File: config.mk
export PLATFORM = sky130hd
export DESIGN_NAME = instruction_fetch
export DESIGN_NICKNAME = d
export VERILOG_FILES = /design/src/rtl/instruction_fetch.sv
export SDC_FILE = /design/constraint.sdc
export NUM_CORES = 1
export LEC_CHECK = 0
export ABC_AREA = 1
export CORE_ASPECT_RATIO = 2
export CORE_MARGIN = 2
export CORE_UTILIZATION = 49
export DETAILED_ROUTE_END_ITERATION = 10
export GPL_TIMING_DRIVEN = 1
export HOLD_SLACK_MARGIN = 0.06
export PLACE_DENSITY_LB_ADDON = 0.08
export SLEW_MARGIN = 15
export SYNTH_ARGS = -nofsm -noshare
export SYNTH_HDL_FRONTEND = slang
export SYNTH_SLANG_ARGS = --single-unit
File: constraint.sdc
create_clock -name clk -period 4.9 [get_ports clk]
set_clock_uncertainty 0.2 [all_clocks]
set_input_delay 0.49 -clock clk [delete_from_list [all_inputs] [get_ports clk]]
set_output_delay 0.49 -clock clk [all_outputs]
set_load 0.1 [all_outputs]
File: src/rtl/instruction_fetch.sv
// Instruction fetch: PC, one memory read per instruction, word+PC handed to decode. Latency: mem_ready -> instr_valid 1 cycle.
// Backpressure: stalls in HOLD until decode_ready; chip_enabled low freezes all state; taken branches drop in-flight or held work.
module instruction_fetch #(
    parameter int ADDR_WIDTH = 17,
    parameter int LEN        = 32
) (
    input  logic                  clk,
    input  logic                  rst_n,
    input  logic                  chip_enabled,
    output logic                  mem_req,
    output logic [ADDR_WIDTH-1:0] mem_addr,
    input  logic                  mem_ready,
    input  logic [LEN-1:0]        mem_data,
    output logic                  instr_valid,
    output logic [LEN-1:0]        instruction,
    output logic [ADDR_WIDTH-1:0] instr_pc,
    input  logic                  decode_ready,
    input  logic                  branch_taken,
    input  logic [ADDR_WIDTH-1:0] branch_target
);

    typedef enum logic [1:0] {
        S_IDLE  = 2'd0,
        S_FETCH = 2'd1,
        S_HOLD  = 2'd2
    } state_t;

    state_t                state_q, state_d;
    logic [ADDR_WIDTH-1:0] pc_q, pc_d;
    logic [ADDR_WIDTH-1:0] req_addr_q, req_addr_d;
    logic [ADDR_WIDTH-1:0] instr_pc_q, instr_pc_d;
    logic [LEN-1:0]        instr_q, instr_d;
    logic                  discard_q, discard_d;

    logic [ADDR_WIDTH-1:0] target;
    logic [ADDR_WIDTH-1:0] restart_addr;

    assign target       = branch_target & ~ADDR_WIDTH'(3);
    assign restart_addr = branch_taken ? target : pc_q;

    always_ff @(posedge clk) begin
        if (!rst_n) begin
            state_q    <= S_IDLE;
            pc_q       <= '0;
            req_addr_q <= '0;
            instr_pc_q <= '0;
            instr_q    <= '0;
            discard_q  <= 1'b0;
        end else begin
            state_q    <= state_d;
            pc_q       <= pc_d;
            req_addr_q <= req_addr_d;
            instr_pc_q <= instr_pc_d;
            instr_q    <= instr_d;
            discard_q  <= discard_d;
        end
    end

    always_comb begin
        state_d    = state_q;
        pc_d       = pc_q;
        req_addr_d = req_addr_q;
        instr_pc_d = instr_pc_q;
        instr_d    = instr_q;
        discard_d  = discard_q;
        if (chip_enabled) begin
            case (state_q)
                S_IDLE: begin
                    pc_d       = restart_addr;
                    req_addr_d = restart_addr;
                    state_d    = S_FETCH;
                end
                S_FETCH: begin
                    // The bus transaction always runs to completion; a redirect only marks its data stale.
                    if (mem_ready) begin
                        if (discard_q || branch_taken) begin
                            discard_d  = 1'b0;
                            pc_d       = restart_addr;
                            req_addr_d = restart_addr;
                        end else begin
                            instr_d    = mem_data;
                            instr_pc_d = req_addr_q;
                            pc_d       = req_addr_q + ADDR_WIDTH'(4);
                            state_d    = S_HOLD;
                        end
                    end else if (branch_taken) begin
                        pc_d      = target;
                        discard_d = 1'b1;
                    end
                end
                S_HOLD: begin
                    if (branch_taken) begin
                        pc_d       = target;
                        req_addr_d = target;
                        state_d    = S_FETCH;
                    end else if (decode_ready) begin
                        req_addr_d = pc_q;
                        state_d    = S_FETCH;
                    end
                end
                default: state_d = S_IDLE;
            endcase
        end
    end

    always_comb begin
        mem_req     = 1'b0;
        instr_valid = 1'b0;
        case (state_q)
            S_FETCH: mem_req     = 1'b1;
            S_HOLD:  instr_valid = 1'b1;
            default: ;
        endcase
        mem_addr    = req_addr_q;
        instruction = instr_q;
        instr_pc    = instr_pc_q;
    end

endmodule

==> results of run 1 <==
stage by stage:
step	std cells	power [mW]
2_1_floorplan	507	1.04
3_3_place_gp	696	1.15
3_5_place_dp	696	1.15
4_1_cts	710	1.75
5_1_grt	710	1.81
6_report	710	1.74
cells in the final DEF, fill, tap and decap left out, drive strengths merged:
master           n
or2              1
clkdlybuf4s50  119
o21ai           80
nor3             3
clkbuf          12
a21oi           63
dfxtp           86
nand2           68
clkinv           2
nand3           16
mux2i            7
ha               1
buf              6
xor2             2
nor2           103
nand4            3
o211ai           5
o221ai           1
inv             38
power by group:
group	switching [mW]	internal, mW	leakage, nW
logic	0.267	0.112	1.25
registers	0.0274	0.733	0.701
clock network	0.250	0.350	0.128
flip-flops by register name, indices dropped and copies added (netlist names):
| name | flops |
|---|---|
| mem_addr | 17 |
| instruction | 32 |
| state_q | 2 |
| discard_q | 1 |
| pc_q | 17 |
| instr_pc | 17 |
cells by family (layout without fill, tap and decap cells):
group	Yosys count	count (layout)	share of synthesized area, %
AO/OA/AOI/OAI	149	149	21.5
XOR/XNOR	2	2	0.469
adder cells (fa/ha/maj)	1	1	0.335
buffers and inverters	68	177	8.55
flip-flops	86	86	46.1
multiplexers	7	7	1.88
AND/OR/NAND/NOR	194	194	21.1
critical path, cell delays in order:
cell,delay (ns)
clkdlybuf4s50_1,0.40
buf_4,0.23
nor2_1,0.26
inv_1,0.12
nor2_4,0.60
inv_2,0.46
nor2_1,0.22
nor2_1,0.07
path summary, 6_finish.rpt:
kind,end,slack (ns),cells after the start
setup / recovery,instruction[29]$_SDFFE_PN0P_,2.05,8
hold / removal,discard_q$_SDFFE_PN0P_,0.25,2
setup reg to reg,instruction[29]$_SDFFE_PN0P_,2.41,9
hold reg to reg,discard_q$_SDFFE_PN0P_,0.25,2
routing by layer:
| metal | vias to the layer above | share of wire [%] |
|---|---|---|
| met5 | - | 0 |
| met1 | 1631 | 43 |
| met4 | 0 | 3.7 |
| li1 | 1881 | - |
| met3 | 24 | 5.5 |
| met2 | 104 | 48 |
area by class of cell:
class | instances | area [sq um] | share of cell area, %
Sequential cell | 86 | 1720 | 33.3
Multi-Input combinational cell | 353 | 1690 | 32.7
Timing Repair Buffer | 125 | 1250 | 24.1
Clock buffer | 12 | 246 | 4.76
Inverter | 38 | 143 | 2.75
Tap cell | 94 | 118 | 2.27
Clock inverter | 2 | 10.0 | 0.193
==> impl_metrics.csv, run 1 <==
group,metric,value,unit
setup_path,path_class,"input pin to flop",
die,fp.dieH,127,microns
cts,cts_sinks,86,
sta,fin_hold_ws,0.249,ns
yosys,syn_area_per_cell,7.36,sq um
setup_path,cp.arrival,2.87,ns
power_and_ir_drop,cellPowerDensity,336,nW/um^2
detailed_routing,drt-initial-drc-count,205,
cts,cts_made_buffers,9,
cts,cts_tree,"done",
grt,met1_usage,29.7,%
setup_path,required,4.92,ns
yosys,yosys.area.top_type,"dfxtp_1",
layout,drive_above_1_share,6.17,%
setup_path,crit_fanout,35,
layout,finalInstanceArea,5180,sq um
place,routabilityCongestion,0.904,
sta,drv_slew,0,
sta,period_share,58.2,%
yosys,synth.distinct_cells,25,
sta,finalSetupViolCount,0,
yosys,ys.flop_type,"dfxtp_1",
sta,setup_ws,2.05,ns
die,initial_core_util,49.9,%
layout,fin_util,69.1,%
cts,post_cts_buffers,0,
cts,htreeDepth,3,
setup_path,r2r_start,"state_q[0]$_SDFFE_PN0P_",
cts,max-clock-path-buffers,2,
detailed_routing,vias,3640,
die,coreArea,7490,sq um
yosys,syn_nets,563,
setup_path,startpoint,"branch_taken",
sta,fmax,350,MHz
cts,clk_pin_slew,0.06,ns
sta,max-slew-margin-rel,31.3,%
yosys,synth_edf_count,0,
detailed_routing,viasPerCell,5.13,
min_path,min_path_type,"flop to flop",
detailed_routing,drc,0,
yosys,synth_cells,507,
grt,antenna_found_initial,0,
sta,tns,0,ns
grt,grtUsageMet2,40.5,%
cts,hold_buffers,0,
outcome,status,"finished clean",
grt,use_met3,6.16,%
sta,worst_pin_slew,1.03,ns
yosys,ys_seq_area_share,46.1,%
power_and_ir_drop,leakage,2.08,nW
yosys,ys_top_cells_by_count,"100 x nor2_1, 86 x dfxtp_1, 66 x nand2_1, 52 x a21oi_1, 46 x o21ai_1",
detailed_routing,wl_per_cell,13.6,microns
cts,root_buffer,"clkbuf_16",
min_path,hold_start,"discard_q$_SDFFE_PN0P_",
detailed_routing,antenna_left,0,
die,pin_count,123,
yosys,ys_ff_latch,86,
die,num_rows,45,
yosys,syn_area,3730,sq um
power_and_ir_drop,vdd_drop_max,0.213,mV
sta,fin_crit,2.85,ns
place,pre_cts_ws,1.66,ns
place,dpl_cell_area,4920,sq um
sta,hold_viol,0,
layout,nFillCells,638,
run,cap_violations,0,
yosys,yosysTopAreaCellShare,46.1,%
grt,grt_usage,24.8,%
layout,areaGrowthSynthToFinish,38.7,%
place,hpwl,6520,microns
grt,grt_max_degree,42,
layout,nNetsFinal,669,
yosys,yosys_warnings,0,
sta,rsz0062_at_grt,"no",
grt,grt_pass1_wl,16300,microns
yosys,yosys-top-cells-area,"dfxtp_1 46%, nor2_1 10%, a21oi_1 7.0%",
place,io_buffers,120,
detailed_routing,drt_pass1_iterations,5,
detailed_routing,routed_wl,9680,microns
cts,cts_resized,0,
die,die_w,65.7,microns
grt,grt_pass1_vias,3482,
cts,insertion_delay,0.33,ns
die,die_area,8380,sq um
yosys,yosysMostFrequentCell,"nor2_1",
yosys,ys_async_sr_fraction,0,%
setup_path,cp-start-kind,"input pin",
setup_path,endpoint_kind,"flop",
layout,antennaDiodeCount,0,
grt,grt_overflow,0,
grt,busiest_layer,"met2",
Note: power is estimated with default switching activity, not from simulation.
==> inputs of run 2 (changes only) <==
--- a/config.mk
+++ b/config.mk
@@ -8,7 +8,7 @@
 export ABC_AREA = 1
 export CORE_ASPECT_RATIO = 2
 export CORE_MARGIN = 2
-export CORE_UTILIZATION = 49
+export CORE_UTILIZATION = 41
 export DETAILED_ROUTE_END_ITERATION = 10
 export GPL_TIMING_DRIVEN = 1
 export HOLD_SLACK_MARGIN = 0.06
==> constraint.sdc (replaced) <==
create_clock -name clk -period 2.55 [get_ports clk]
set_clock_uncertainty 0.2 [all_clocks]
set_input_delay 0.255 -clock clk [delete_from_list [all_inputs] [get_ports clk]]
set_output_delay 0.255 -clock clk [all_outputs]
set_load 0.1 [all_outputs]
==> run 2 against run 1 <==
- via count grew 1.7%
- clock-buffer cell count shrank 3
- clock power grew to 2.5 times the previous value
- setup slack lost 1.5 ns
- utilization fell by 12 points
- die area rose by 19%
- design area shrank 0.36%
- sequential share of layout area is 0.12 points higher
- non-clock buffer count up 6
- critical path depth did not move
- wire length grew 6.0%
- sequential power grew 92%
- critical endpoint is now pc_q[14]$_SDFFE_PN0P_
==> impl_metrics.csv, run 2 (synthesis gave the netlist of run 1 again) <==
group,metric,value,unit
setup_path,path_class,"flop to flop",
layout,nNetsFinal,675,
power_and_ir_drop,clock_power_share,41.0,%
sta,finalSetupViolCount,0,
grt,grt_pass1_vias,3549,
sta,worst_pin_slew,0.659,ns
grt,antenna_found_initial,0,
place,hpwl,7550,microns
setup_path,path_common_cell,"nand2_1",
setup_path,reg2reg_depth,8,
setup_path,cp.arrival,2.05,ns
detailed_routing,routed_wl,10300,microns
power_and_ir_drop,vdd_drop_max,0.438,mV
die,pin_count,123,
layout,mostFrequentLayoutCell,"nor2_1",
die,num_rows,49,
layout,finalInstanceArea,5160,sq um
min_path,min_path_cells,2,
power_and_ir_drop,swShare,30.5,%
cts,post_cts_buffers,0,
sta,max-slew-margin-rel,56.0,%
die,fp.dieH,139,microns
power_and_ir_drop,leakage,2.28,nW
cts,insertion_delay,0.34,ns
cts,root_buffer,"clkbuf_16",
cts,htreeDepth,3,
setup_path,crit_slowest_cell,"nor3_1",
outcome,status,"finished clean",
cts,max-clock-path-buffers,2,
place,io_buffers,120,
setup_path,required,2.56,ns
layout,drive_above_1_share,18.6,%
layout,multi_input_area,1700,sq um
place,dpl_cell_area,4800,sq um
cts,cts_resized,0,
power_and_ir_drop,p_sw,1.13,mW
power_and_ir_drop,totalPowerFinal,3.71,mW
grt,grt_usage,20.9,%
die,initial_core_util,41.7,%
place,routabilityCongestion,0.834,
cts,cts_sinks,86,
cts,clk_pin_slew,0.07,ns
setup_path,r2r_start,"mem_addr[2]$_SDFFE_PN0P_",
sta,drv_slew,0,
setup_path,endpoint_kind,"flop",
layout,largest_register_ffs,32,
setup_path,crit_buf_inv,0,
detailed_routing,drt_pass1_iterations,4,
setup_path,crit_fanout,5,
sta,fmax,491,MHz
setup_path,crit_chain,"ha_1 -> nand2_1 -> nor3_1 -> nand2_1 -> nand2_1 -> nand3_1 -> nand2_1 -> a21oi_1",
sta,hold_viol,0,
detailed_routing,viasPerCell,5.10,
min_path,min_path_type,"flop to flop",
die,die_area,9930,sq um
setup_path,worst_r2r_endpoint,"pc_q[14]$_SDFFE_PN0P_",
layout,seq_area,1720,sq um
detailed_routing,antenna_left,0,
setup_path,cp-start-kind,"flop",
sta,period_share,79.9,%
power_and_ir_drop,p_comb_share,19.6,%
power_and_ir_drop,p_seq_share,39.4,%
detailed_routing,drc,0,
sta,tns,0,ns
grt,grt_overflow,0,
min_path,hold_start,"discard_q$_SDFFE_PN0P_",
detailed_routing,wl_per_cell,14.1,microns
sta,fin_crit,2.04,ns
cts,cts_tree,"done",
detailed_routing,vias,3703,
setup_path,critical_path.top_delay_family,"simple AND/OR/NAND/NOR gates",
layout,areaGrowthSynthToFinish,38.2,%
min_path,holdPathEnd,"discard_q$_SDFFE_PN0P_",
grt,grt_max_degree,36,
layout,final_cell_mix,"99 x nor2_1, 86 x dfxtp_1, 77 x buf_4",
die,coreArea,8950,sq um
power_and_ir_drop,power.internal,2.58,mW
layout,nFillCells,839,
run,cap_violations,0,
detailed_routing,drt-initial-drc-count,245,
die,die_w,71.5,microns
cts,cts_made_buffers,9,
setup_path,r2r_setup_slack,0.51,ns
sta,rsz0062_at_grt,"no",
grt,grt_pass1_wl,16600,microns
layout,antennaDiodeCount,0,
power_and_ir_drop,cellPowerDensity,718,nW/um^2
setup_path,cpPeakStageDelay,0.59,ns
## run 2: cell types whose count changed in the layout (fill, tap and decap cells not counted), moves of 2 or more
cell	previous run	this run
buf_4	4	77
bufinv_16	0	3
clkbuf_1	2	0
clkdlybuf4s50_1	119	51
clkinv_2	2	0
clkinv_4	0	2
clkinvlp_4	0	2
## run 2: worst max-delay path by stage
stage,start,endpoint,slack [ns],depth (start not counted)
after detailed placement,branch_taken,instruction[9]$_SDFFE_PN0P_,0.37,7
after floorplan,mem_addr[2]$_SDFFE_PN0P_,pc_q[14]$_SDFFE_PN0P_,0.16,8
after global routing,mem_addr[2]$_SDFFE_PN0P_,pc_q[14]$_SDFFE_PN0P_,0.42,8
final,mem_addr[2]$_SDFFE_PN0P_,pc_q[14]$_SDFFE_PN0P_,0.51,8
after global placement,branch_taken,pc_q[10]$_SDFFE_PN0P_,0.39,7
after CTS,mem_addr[2]$_SDFFE_PN0P_,pc_q[14]$_SDFFE_PN0P_,0.57,7
## run 2: per-layer routing
layer	wire [microns]	up-vias	GRT usage, %
met5	0	-	0
met4	248	0	8.64
met3	635	15	5.45
met2	5620	126	38.1
met1	3760	1672	21.8
li1	-	1890	-
## run 2: repair_timing
| action | CTS | global route |
|---|---|---|
| hold buffers | 1 | 0 |
| endpoints found under the setup margin | 0 | 0 |
| hold endpoints to repair | 4 | 0 |
## run 2: per-stage QoR
step | setup slack (ns) | utilization (%) | instances | hold slack (ns)
2_1_floorplan | 0.162 | - | 507 | 0.190
3_3_place_gp | 0.387 | 53.6 | 709 | 0.229
3_5_place_dp | 0.368 | 53.6 | 709 | 0.239
4_1_cts | 0.567 | 57.6 | 726 | 0.248
5_1_grt | 0.419 | 57.6 | 726 | 0.278
6_report | 0.513 | 57.6 | 726 | 0.246
## run 2: cell type report
type,instances,area share [%]
clock inverter,7,2.38
multi-input combinational,353,32.9
inverter,38,2.76
sequential,86,33.4
tap,102,2.47
timing repair buffer,131,21.8
clock buffer,9,4.37
## run 2: power groups by stage
stage	Combinational (mW)	Sequential (mW)	Clock, mW
detailed placement	0.726	1.49	0
floorplan	0.219	1.78	0
CTS	0.729	1.46	1.55
global placement	0.721	1.49	0
finish	0.725	1.46	1.52
global route	0.770	1.47	1.60
## run 2: worst reg2reg max path, cell delays in order (launching register included)
cell	delay, ns
dfxtp_1	0.40
ha_1	0.19
nand2_1	0.15
nor3_1	0.59
nand2_1	0.10
nand2_1	0.09
nand3_1	0.06
nand2_1	0.07
a21oi_1	0.06
==> inputs of run 3 (changes only) <==
--- a/config.mk
+++ b/config.mk
@@ -8,7 +8,7 @@
 export ABC_AREA = 1
 export CORE_ASPECT_RATIO = 2
 export CORE_MARGIN = 2
-export CORE_UTILIZATION = 41
+export CORE_UTILIZATION = 46
 export DETAILED_ROUTE_END_ITERATION = 10
 export GPL_TIMING_DRIVEN = 1
 export HOLD_SLACK_MARGIN = 0.06
==> constraint.sdc (replaced) <==
create_clock -name clk -period 2.09 [get_ports clk]
set_clock_uncertainty 0.2 [all_clocks]
set_input_delay 0.209 -clock clk [delete_from_list [all_inputs] [get_ports clk]]
set_output_delay 0.209 -clock clk [all_outputs]
set_load 0.1 [all_outputs]
==> run 3 against run 2 <==
- design area is 1.8% higher
- sequential power increased by 23%
- non-clock buffer count rose by 3
- power grew 23%
- final cell count decreased by 0.41%
- register-to-register slack got worse by 0.20 ns
- sequential share of layout area shrank 0.38 points
- die area is 10% lower
- utilization is 9.0 points higher
- clock-buffer cell count is 4 higher
- setup slack worse by 0.21 ns
- global-route usage increased by 3.3 points
- critical path type is now input pin to flop
- highest routed layer unchanged
==> impl_metrics.csv, run 3 (synthesis gave the netlist of run 1 again) <==
group,metric,value,unit
sta,rsz0062_at_grt,"no",
cts,root_buffer,"clkbuf_16",
die,die_w,67.7,microns
sta,fin_hold_ws,0.0874,ns
die,initial_core_util,47.4,%
power_and_ir_drop,p_seq_share,39.2,%
cts,cts_resized,0,
sta,hold_viol,0,
die,pin_count,123,
grt,grt_usage,24.1,%
cts,insertion_delay,0.34,ns
power_and_ir_drop,p_comb_share,19.9,%
die,die_area,8900,sq um
min_path,min_path_type,"input pin to flop",
grt,grt_pass1_wl,16600,microns
layout,nNetsFinal,678,
detailed_routing,drc,0,
layout,antennaDiodeCount,0,
cts,cts_tree,"done",
setup_path,endpoint_kind,"flop",
outcome,status,"finished clean",
place,io_buffers,120,
power_and_ir_drop,p_sw,1.33,mW
sta,finalSetupViolCount,0,
setup_path,cp.arrival,1.79,ns
detailed_routing,viasPerCell,5.25,
power_and_ir_drop,clock_power_share,40.9,%
layout,areaGrowthSynthToFinish,40.7,%
cts,cts_sinks,86,
layout,final_cell_mix,"99 x nor2_1, 77 x dfxtp_1, 76 x buf_4",
grt,grt_pass1_vias,3609,
cts,post_cts_buffers,0,
power_and_ir_drop,vdd_drop_max,0.503,mV
place,routabilityCongestion,0.862,
detailed_routing,vias,3798,
sta,drv_slew,0,
layout,finalInstanceArea,5250,sq um
grt,grt_overflow,0,
sta,worst_pin_slew,0.587,ns
die,fp.dieH,131,microns
setup_path,crit_fanout,19,
cts,hold_buffers,0,
cts,htreeDepth,3,
die,coreArea,7890,sq um
detailed_routing,routed_wl,10200,microns
power_and_ir_drop,power.internal,3.22,mW
grt,grt_max_degree,37,
run,cap_violations,0,
sta,tns,0,ns
sta,fin_crit,1.79,ns
detailed_routing,wl_per_cell,14.2,microns
sta,max-slew-margin-rel,60.8,%
layout,drive_above_1_share,20.3,%
cts,clk_pin_slew,0.06,ns
detailed_routing,drt_pass1_iterations,5,
setup_path,required,2.09,ns
setup_path,cp-start-kind,"input pin",
layout,largest_register_ffs,32,
place,dpl_cell_area,4900,sq um
die,num_rows,46,
sta,fmax,559,MHz
power_and_ir_drop,cellPowerDensity,867,nW/um^2
detailed_routing,drt-initial-drc-count,235,
layout,mostFrequentLayoutCell,"nor2_1",
layout,nFillCells,675,
detailed_routing,antenna_left,0,
sta,period_share,85.6,%
layout,fin_util,66.6,%
power_and_ir_drop,swShare,29.2,%
cts,max-clock-path-buffers,2,
place,hpwl,7180,microns
power_and_ir_drop,leakage,2.32,nW
cts,cts_made_buffers,9,
setup_path,path_class,"input pin to flop",
grt,antenna_found_initial,0,
-- run 3: cell type report --
class | count | area (sq um) | area share, %
sequential | 86 | 1730 | 33.0
timing repair buffer | 134 | 1210 | 23.0
multi-input combinational | 353 | 1700 | 32.4
clock inverter | 3 | 90.1 | 1.72
inverter | 38 | 143 | 2.72
clock buffer | 13 | 260 | 4.95
tap | 96 | 120 | 2.29
-- run 3: critical path: stages --
cell	delay [ns]
clkdlybuf4s50_1	0.50
buf_4	0.31
inv_1	0.25
nand2_1	0.11
nand2_1	0.07
o21ai_0	0.15
nand2_1	0.07
nand2_1	0.05
a21oi_1	0.05
-- run 3: metrics by stage --
| step | total power [mW] | worst slack [ns] | instances |
|---|---|---|---|
| 2_1_floorplan | 2.45 | -0.0189 | 507 |
| 3_3_place_gp | 2.71 | -0.0225 | 707 |
| 3_5_place_dp | 2.73 | -0.0549 | 707 |
| 4_1_cts | 4.59 | 0.299 | 723 |
| 5_1_grt | 4.71 | 0.0877 | 723 |
| 6_report | 4.55 | 0.301 | 723 |
-- run 3: per-layer routing --
| layer | share of wire, % | track usage (%) |
|---|---|---|
| met5 | 0 | 0 |
| met4 | 3.1 | 11.6 |
| met3 | 6.1 | 5.14 |
| met2 | 53 | 41.7 |
| met1 | 37 | 26.6 |
-- run 3: power groups by stage --
stage / Sequential [mW] / Combinational, mW / Clock [mW]
2_1_floorplan: 2.18 / 0.267 / 0
3_3_place_gp: 1.82 / 0.897 / 0
3_5_place_dp: 1.82 / 0.905 / 0
4_1_cts: 1.78 / 0.909 / 1.89
5_1_grt: 1.79 / 0.964 / 1.95
6_report: 1.79 / 0.906 / 1.86
-- run 3: worst paths after layout --
| path | start | endpoint | slack [ns] | cells past startpoint |
|---|---|---|---|---|
| max | branch_taken | pc_q[16]$_SDFFE_PN0P_ | 0.30 | 9 |
| min | rst_n | instruction[26]$_SDFFE_PN0P_ | 0.09 | 3 |
| max reg2reg | state_q[1]$_SDFFE_PN0P_ | instruction[25]$_SDFFE_PN0P_ | 0.31 | 8 |
| min reg2reg | discard_q$_SDFFE_PN0P_ | discard_q$_SDFFE_PN0P_ | 0.24 | 2 |
